File: src/rtl/i2c_top.sv
// i2c_top: a single-master I2C-style bus with one internal slave, both on
// shared SDA/SCL nets.
// Build option: define I2C_TOP_ADDR_CHECK_EN to make the slave acknowledge
// only SLAVE_ADDR. Without it, the slave acknowledges every address.
// Request protocol: there is no valid/ready pair. enable is a level request
// that is sampled only in IDLE. Once a frame starts it runs to STOP, and
// inputs that change during the frame are ignored.
module i2c_top #(
  parameter int         CLK_DIV    = 1,
  parameter logic [6:0] SLAVE_ADDR = 7'b0000110,
  parameter logic [3:0] SLAVE_INIT = 4'b1010
) (
  input  logic       clk,
  input  logic       rst,
  input  logic [6:0] addr_top,
  input  logic [3:0] data_in_top,
  input  logic       enable,
  input  logic       rd_wr,
  output logic [3:0] data_out,
  output logic [3:0] slave_data_out,
  output logic       sda,
  output logic       scl
);

  localparam int             PW   = $clog2(2 * CLK_DIV + 1);
  localparam logic [PW-1:0]  HALF = PW'(CLK_DIV);
  localparam logic [PW-1:0]  LAST = PW'(2 * CLK_DIV - 1);
  localparam logic [PW-1:0]  ONE  = PW'(1);

  typedef enum logic [2:0] {
    IDLE, START, ADDR, RW, ACK1, DATA, ACK2, STOP
  } m_state_e;

  typedef enum logic [2:0] {
    S_IDLE, S_ADDR, S_RW, S_ACK1, S_DATA, S_ACK2, S_WAIT
  } s_state_e;

  // master state
  m_state_e      m_state_q, m_state_d;
  logic [PW-1:0] phase_q, phase_d;
  logic [2:0]    bit_cnt_q, bit_cnt_d;
  logic [6:0]    addr_q, addr_d;
  logic [3:0]    wdata_q, wdata_d;
  logic          rw_q, rw_d;
  logic          ack_q, ack_d;
  logic [3:0]    rdata_q, rdata_d;
  logic [3:0]    data_out_q, data_out_d;
  logic          idle_wait_q, idle_wait_d;

  // slave state
  s_state_e      s_state_q, s_state_d;
  logic [2:0]    s_cnt_q, s_cnt_d;
  logic [6:0]    addr_sh_q, addr_sh_d;
  logic          s_rw_q, s_rw_d;
  logic [3:0]    data_sh_q, data_sh_d;
  logic [3:0]    reg_q, reg_d;
  logic          nxt_q, nxt_d;   // slave drive for the upcoming bit period
  logic          cur_q, cur_d;   // slave drive for the current bit period
  logic          scl_prev_q, scl_prev_d;
  logic          sda_prev_q, sda_prev_d;

  // bus nets
  logic m_sda, s_sda, scl_int, scl_high;
  logic sample, bit_end, ack_now;
  logic rise, fall, start_seen, addr_match, addr_ok;

  assign scl            = scl_int;
  assign sda            = m_sda & s_sda;
  assign data_out       = data_out_q;
  assign slave_data_out = reg_q;

  assign scl_high = (phase_q >= HALF);
  assign sample   = (phase_q == HALF);
  assign bit_end  = (phase_q == LAST);

  // Master bus drive. START holds SCL high so SDA can fall under a high clock.
  always_comb begin
    scl_int = 1'b1;
    m_sda   = 1'b1;
    case (m_state_q)
      START: m_sda = (phase_q < HALF);
      ADDR: begin
        scl_int = scl_high;
        m_sda   = addr_q[3'd6 - bit_cnt_q];
      end
      RW: begin
        scl_int = scl_high;
        m_sda   = rw_q;
      end
      ACK1:    scl_int = scl_high;
      DATA: begin
        scl_int = scl_high;
        m_sda   = rw_q ? 1'b1 : wdata_q[2'd3 - bit_cnt_q[1:0]];
      end
      ACK2:    scl_int = scl_high;
      STOP: begin
        scl_int = scl_high;
        m_sda   = 1'b0;
      end
      default: ;
    endcase
  end

  // Master next state. A bit period ends on phase LAST, and SDA is sampled on phase HALF.
  always_comb begin
    m_state_d   = m_state_q;
    phase_d     = phase_q;
    bit_cnt_d   = bit_cnt_q;
    addr_d      = addr_q;
    wdata_d     = wdata_q;
    rw_d        = rw_q;
    ack_d       = ack_q;
    rdata_d     = rdata_q;
    data_out_d  = data_out_q;
    idle_wait_d = idle_wait_q;
    ack_now     = sample ? ~sda : ack_q;
    if (m_state_q != IDLE || idle_wait_q) begin
      phase_d = bit_end ? '0 : phase_q + ONE;
    end
    case (m_state_q)
      IDLE: begin
        if (!idle_wait_q || bit_end) begin
          idle_wait_d = 1'b0;
          if (enable) begin
            addr_d    = addr_top;
            wdata_d   = data_in_top;
            rw_d      = rd_wr;
            phase_d   = '0;
            m_state_d = START;
          end
        end
      end
      START: begin
        if (bit_end) begin
          bit_cnt_d = 3'd0;
          m_state_d = ADDR;
        end
      end
      ADDR: begin
        if (bit_end) begin
          if (bit_cnt_q == 3'd6) begin
            bit_cnt_d = 3'd0;
            m_state_d = RW;
          end else begin
            bit_cnt_d = bit_cnt_q + 3'd1;
          end
        end
      end
      RW: if (bit_end) m_state_d = ACK1;
      ACK1: begin
        ack_d = ack_now;
        if (bit_end) begin
          bit_cnt_d = 3'd0;
          m_state_d = ack_now ? DATA : STOP;
        end
      end
      DATA: begin
        if (sample && rw_q) rdata_d = {rdata_q[2:0], sda};
        if (bit_end) begin
          if (bit_cnt_q == 3'd3) begin
            bit_cnt_d = 3'd0;
            m_state_d = ACK2;
          end else begin
            bit_cnt_d = bit_cnt_q + 3'd1;
          end
        end
      end
      ACK2: begin
        if (bit_end) begin
          if (rw_q) data_out_d = rdata_q;
          m_state_d = STOP;
        end
      end
      STOP: begin
        if (bit_end) begin
          idle_wait_d = 1'b1;
          m_state_d   = IDLE;
        end
      end
      default: m_state_d = IDLE;
    endcase
  end

  // Master registers.
  always_ff @(posedge clk or negedge rst) begin
    if (!rst) begin
      m_state_q   <= IDLE;
      phase_q     <= '0;
      bit_cnt_q   <= 3'd0;
      addr_q      <= 7'd0;
      wdata_q     <= 4'd0;
      rw_q        <= 1'b0;
      ack_q       <= 1'b0;
      rdata_q     <= 4'd0;
      data_out_q  <= 4'd0;
      idle_wait_q <= 1'b0;
    end else begin
      m_state_q   <= m_state_d;
      phase_q     <= phase_d;
      bit_cnt_q   <= bit_cnt_d;
      addr_q      <= addr_d;
      wdata_q     <= wdata_d;
      rw_q        <= rw_d;
      ack_q       <= ack_d;
      rdata_q     <= rdata_d;
      data_out_q  <= data_out_d;
      idle_wait_q <= idle_wait_d;
    end
  end

  // Slave bus drive. While SCL is low, the slave already shows the next bit's
  // value, so its SDA changes only in the low half.
  always_comb begin
    s_sda = scl_int ? cur_q : nxt_q;
  end

  assign rise       = scl_int & ~scl_prev_q;
  assign fall       = ~scl_int & scl_prev_q;
  assign start_seen = scl_int & scl_prev_q & sda_prev_q & ~sda;
  assign addr_match = (addr_sh_q == SLAVE_ADDR);

  // Address acceptance policy.
  always_comb begin
`ifdef I2C_TOP_ADDR_CHECK_EN
    addr_ok = addr_match;
`else
    // Every address is accepted. The comparison is kept so both builds share one datapath.
    addr_ok = 1'b1 | addr_match;
`endif
  end

  // Slave next state. It advances on SCL rises and commits drive and loads on SCL falls.
  always_comb begin
    s_state_d  = s_state_q;
    s_cnt_d    = s_cnt_q;
    addr_sh_d  = addr_sh_q;
    s_rw_d     = s_rw_q;
    data_sh_d  = data_sh_q;
    reg_d      = reg_q;
    nxt_d      = nxt_q;
    cur_d      = cur_q;
    scl_prev_d = scl_int;
    sda_prev_d = sda;
    if (start_seen) begin
      s_state_d = S_ADDR;
      s_cnt_d   = 3'd0;
      nxt_d     = 1'b1;
      cur_d     = 1'b1;
    end else begin
      if (fall) begin
        cur_d = nxt_q;
        if (s_state_q == S_ACK2 && !s_rw_q) reg_d = data_sh_q;
      end
      if (rise) begin
        case (s_state_q)
          S_ADDR: begin
            addr_sh_d = {addr_sh_q[5:0], sda};
            if (s_cnt_q == 3'd6) begin
              s_cnt_d   = 3'd0;
              s_state_d = S_RW;
            end else begin
              s_cnt_d = s_cnt_q + 3'd1;
            end
          end
          S_RW: begin
            s_rw_d    = sda;
            nxt_d     = ~addr_ok;
            s_state_d = S_ACK1;
          end
          S_ACK1: begin
            s_cnt_d = 3'd0;
            if (addr_ok) begin
              nxt_d     = s_rw_q ? reg_q[3] : 1'b1;
              s_state_d = S_DATA;
            end else begin
              nxt_d     = 1'b1;
              s_state_d = S_WAIT;
            end
          end
          S_DATA: begin
            data_sh_d = {data_sh_q[2:0], sda};
            if (s_cnt_q == 3'd3) begin
              nxt_d     = s_rw_q;
              s_state_d = S_ACK2;
            end else begin
              s_cnt_d = s_cnt_q + 3'd1;
              nxt_d   = s_rw_q ? reg_q[2'd2 - s_cnt_q[1:0]] : 1'b1;
            end
          end
          S_ACK2: begin
            nxt_d     = 1'b1;
            s_state_d = S_IDLE;
          end
          default: ;
        endcase
      end
    end
  end

  // Slave registers.
  always_ff @(posedge clk or negedge rst) begin
    if (!rst) begin
      s_state_q  <= S_IDLE;
      s_cnt_q    <= 3'd0;
      addr_sh_q  <= 7'd0;
      s_rw_q     <= 1'b0;
      data_sh_q  <= 4'd0;
      reg_q      <= SLAVE_INIT;
      nxt_q      <= 1'b1;
      cur_q      <= 1'b1;
      scl_prev_q <= 1'b1;
      sda_prev_q <= 1'b1;
    end else begin
      s_state_q  <= s_state_d;
      s_cnt_q    <= s_cnt_d;
      addr_sh_q  <= addr_sh_d;
      s_rw_q     <= s_rw_d;
      data_sh_q  <= data_sh_d;
      reg_q      <= reg_d;
      nxt_q      <= nxt_d;
      cur_q      <= cur_d;
      scl_prev_q <= scl_prev_d;
      sda_prev_q <= sda_prev_d;
    end
  end

endmodule

File: config.mk
export PLATFORM = sky130hd
export DESIGN_NAME = i2c_top
export DESIGN_NICKNAME = d
export VERILOG_FILES = /design/src/rtl/i2c_top.sv
export SDC_FILE = /design/constraint.sdc
export NUM_CORES = 1
export LEC_CHECK = 0
export CORE_MARGIN = 1.5
export CORE_UTILIZATION = 51
export CTS_CLUSTER_SIZE = 28
export DETAILED_ROUTE_END_ITERATION = 8
export GPL_TIMING_DRIVEN = 0
export PLACE_DENSITY = 0.85
export SYNTH_ARGS = -nofsm -noshare
export SYNTH_HDL_FRONTEND = slang
export SYNTH_SLANG_ARGS = --single-unit
File: constraint.sdc
create_clock -name clk -period 2 [get_ports clk]
set_input_delay 0.2 -clock clk [delete_from_list [all_inputs] [get_ports clk]]
set_output_delay 0.2 -clock clk [all_outputs]
set_load 0.005 [all_outputs]
==> flow_summary.toml <==
[status]
status = "complete, but fails checks"
violations = "setup timing"

[finish]
final_cell_mix = "dfrtp_1, mux2_2, clkdlybuf4s50_1"
final_common_cell = "dfrtp_1"
final_core_util_pct = 67.4
fillers = 325
drive_above_1_share_pct = 30.6
area_delta_synth_final_pct = 25.4
fin_cells = 345
final_area_um2 = 3220
seq_area_um2 = 1210
diodes = 0
multiInputGateArea_um2 = 1380
finalNetCount = 300

[drt]
detail_route.wl_per_cell_um = 16.3
vias = 2047
drtIter0Drc = 180
first_pass_iters = 6
wl_um = 5620
route.detailed.drc = 0
vias_per_cell = 5.93
ant_nets = 0

[clock_network]
clk-insertion-delay-late_ps = 310
cts.path.max_buffers = 2
clock_sinks = 48
worst_setup_hold_path_clk_slew_ps = 90
cts_tree = "done"
numCtsBuffers = 5
cts_htree_levels = 2
clock-root-buffer = "clkbuf_8"

[placed_design]
post_dp_cell_area_um2 = 2910
dp_worst_setup_slack_ps = -529
hpwl_um = 3720
io_buffers = 24
dp.cells = 328
gp_congestion = 0.926

[global_route]
antenna_found_initial = 0
grt_pass1_wl_um = 9230
track_usage_pct = 22.2
grt_pass1_vias = 1905
grt-ovfl-total = 0
grt_max_degree = 38

[setup_path]
cp_data_required_time_ps = 1800
r2r-end = "m_state_q[1]"
r2r_setup_slack_ps = 0
rr_worst_depth = 8
endpoint = "sda"
worst-path-max-fanout = 5
worstPathArrival_ps = 1970
critPathKind = "reg -> out"
start_kind = "flip-flop"
cp-end-kind = "output port"
regToRegStartpoint = "bit_cnt_q[0]"
critPathLaunch = "bit_cnt_q[0]"

[yosys]
syn-num-nets = 259
synthFlopType = "dfrtp_1"
synth_top_area_share_pct = 40.9
syn_inst = 236
syn_avg_cell_area_um2 = 10.9
synth-compound-area-share_pct = 15.3
yosys_warnings = 0
synth_edf_count = 0
synthMuxAreaShare_pct = 16.7
synthArstFlopShare_pct = 100
yosysSeqAreaShare_pct = 47.0
synth_top_family_by_area = "multiplexers"
yosys.area_share.xor_xnor_pct = 0.681
yosys.area.top_type = "dfrtp_1"
ys_ff_latch = 48
synth-simple-area-share_pct = 12.4
synth_fa_ha_area_share_pct = 3.89
netlist_area_um2 = 2570
ys_types = 53
synthTopCellsByArea = "dfrtp_1, mux2_2, dfstp_2"

[sta]
grt_setup_unrepaired = "yes"
fin_ws_ps = -167
fin_crit_sh_pct = 108
final-max-slew-violation-count = 0
slew_headroom_pct = 59.3
fmax_mhz = 461
tns_ps = -167
worst_slew_pin_slew_ps = 607
setup_viol = 2
hold_viol = 0
finalCriticalPeriod_ps = 2170
fin_worst_skew_ps = 9.27

[pwr]
power-per-cell-area_nw_per_um2 = 1530
p_leak_uw = 0.00135
peakVddDrop_mv = 0.783

[job]
maxCapViolCount = 0

[floorplan]
io_pins = 25
fp.dieH_um = 74.0
initial_core_util_pct = 53.7
chipWidth_um = 74.0
core_area_um2 = 4790
rows = 25
dieArea_um2 = 5480

[hold_path]
hold_path_class = "in -> async"
==> final cells by class <==
cell class | count | share of cell area [%]
inverter | 13 | 1.51
sequential | 48 | 37.5
timing repair buffer | 34 | 9.90
buffer | 11 | 1.98
multi-input combinational | 164 | 42.7
clock buffer | 6 | 2.56
clock inverter | 2 | 1.20
tap | 67 | 2.60
==> worst min path at each step <==
| stage | to | slack, ps |
|---|---|---|
| CTS | m_state_q[2] | 310 |
| detailed placement | addr_q[3] | 110 |
| finish | addr_q[5] | 290 |
| global route | addr_q[5] | 320 |
| floorplan | addr_q[0] | -100 |
| global placement | addr_q[4] | 480 |
==> layer usage <==
| metal | part of all wire, % | global-route usage [%] |
|---|---|---|
| met1 | 44 | 30.4 |
| met5 | 0 | 0 |
| met4 | 1.5 | 6.17 |
| met3 | 5.1 | 5.15 |
| met2 | 49 | 35.6 |
==> state kept, by name, summed over array words and instances, names as in the netlist, 2 cells and up <==
register	flops
m_state_q	3
data_out	4
wdata_q	4
phase_q	2
rdata_q	4
data_sh_q	4
bit_cnt_q	3
s_state_q	3
slave_data_out	4
addr_q	7
s_cnt_q	3
==> where the power goes <==
| group | leakage, µW | switching (µW) | internal [µW] |
|---|---|---|---|
| sequential | 0.000596 | 313 | 1350 |
| combinational | 0.000697 | 1340 | 1190 |
| clock | 0.0000614 | 336 | 409 |
| total | 0.00135 | 1980 | 2950 |
==> stage by stage <==
step           power [µW]  hold WS (ps)
2_1_floorplan        3090         -95.6
3_3_place_gp         3600           475
3_5_place_dp         3700           107
4_1_cts              4640           308
5_1_grt              5250           318
6_report             4930           291
==> worst max-delay path, cell delays in order (launching register included) <==
cell      delay (ps)
dfrtp_1          430
ha_4             190
ha_4             280
nand3b_1          70
o211ai_1          90
nand4_1          240
a21oi_4          220
buf_2            130
==> cells by family after synthesis <==
family / Yosys count
muxes: 38
AOI/OAI and AO/OA: 59
DFF: 48
adders and majority gates: 8
xor gates and xnor gates: 2
and+or+nand+nor: 57
buffers and inverters: 24
==> cell usage after synthesis (2+ instances only) <==
cell       number
xnor2_1         2
a21oi_1        11
nor4_1          3
mux2i_1         8
nor2b_1         8
a2bb2oi_1       2
and3_1          3
nand3b_1        3
a211oi_1        4
and2_1          3
a31oi_1         6
o21ai_0        12
o211ai_1        2
or2_1           2
o22ai_1         3
clkbuf_1        6
o21a_1          2
inv_1          13
mux2_2         28
o221ai_1        2
ha_1            8
nor3_1          6
dfstp_2         6
dfrtp_1        42
buf_2           2
a21boi_0        2
a22oi_1         3
nand2_1        11
nor2_1          9
==> repair_timing <==
| action | CTS | global route |
|---|---|---|
| buffers inserted | 3 | 6 |
| gates resized for setup | 18 | 19 |
| endpoints found under the setup margin | 18 | 23 |
| endpoints found under the hold margin | 11 | 0 |
| hold buffers | 1 | 0 |
| pin swaps | 6 | 12 |
No activity file was read; power rests on OpenSTA's default activity.
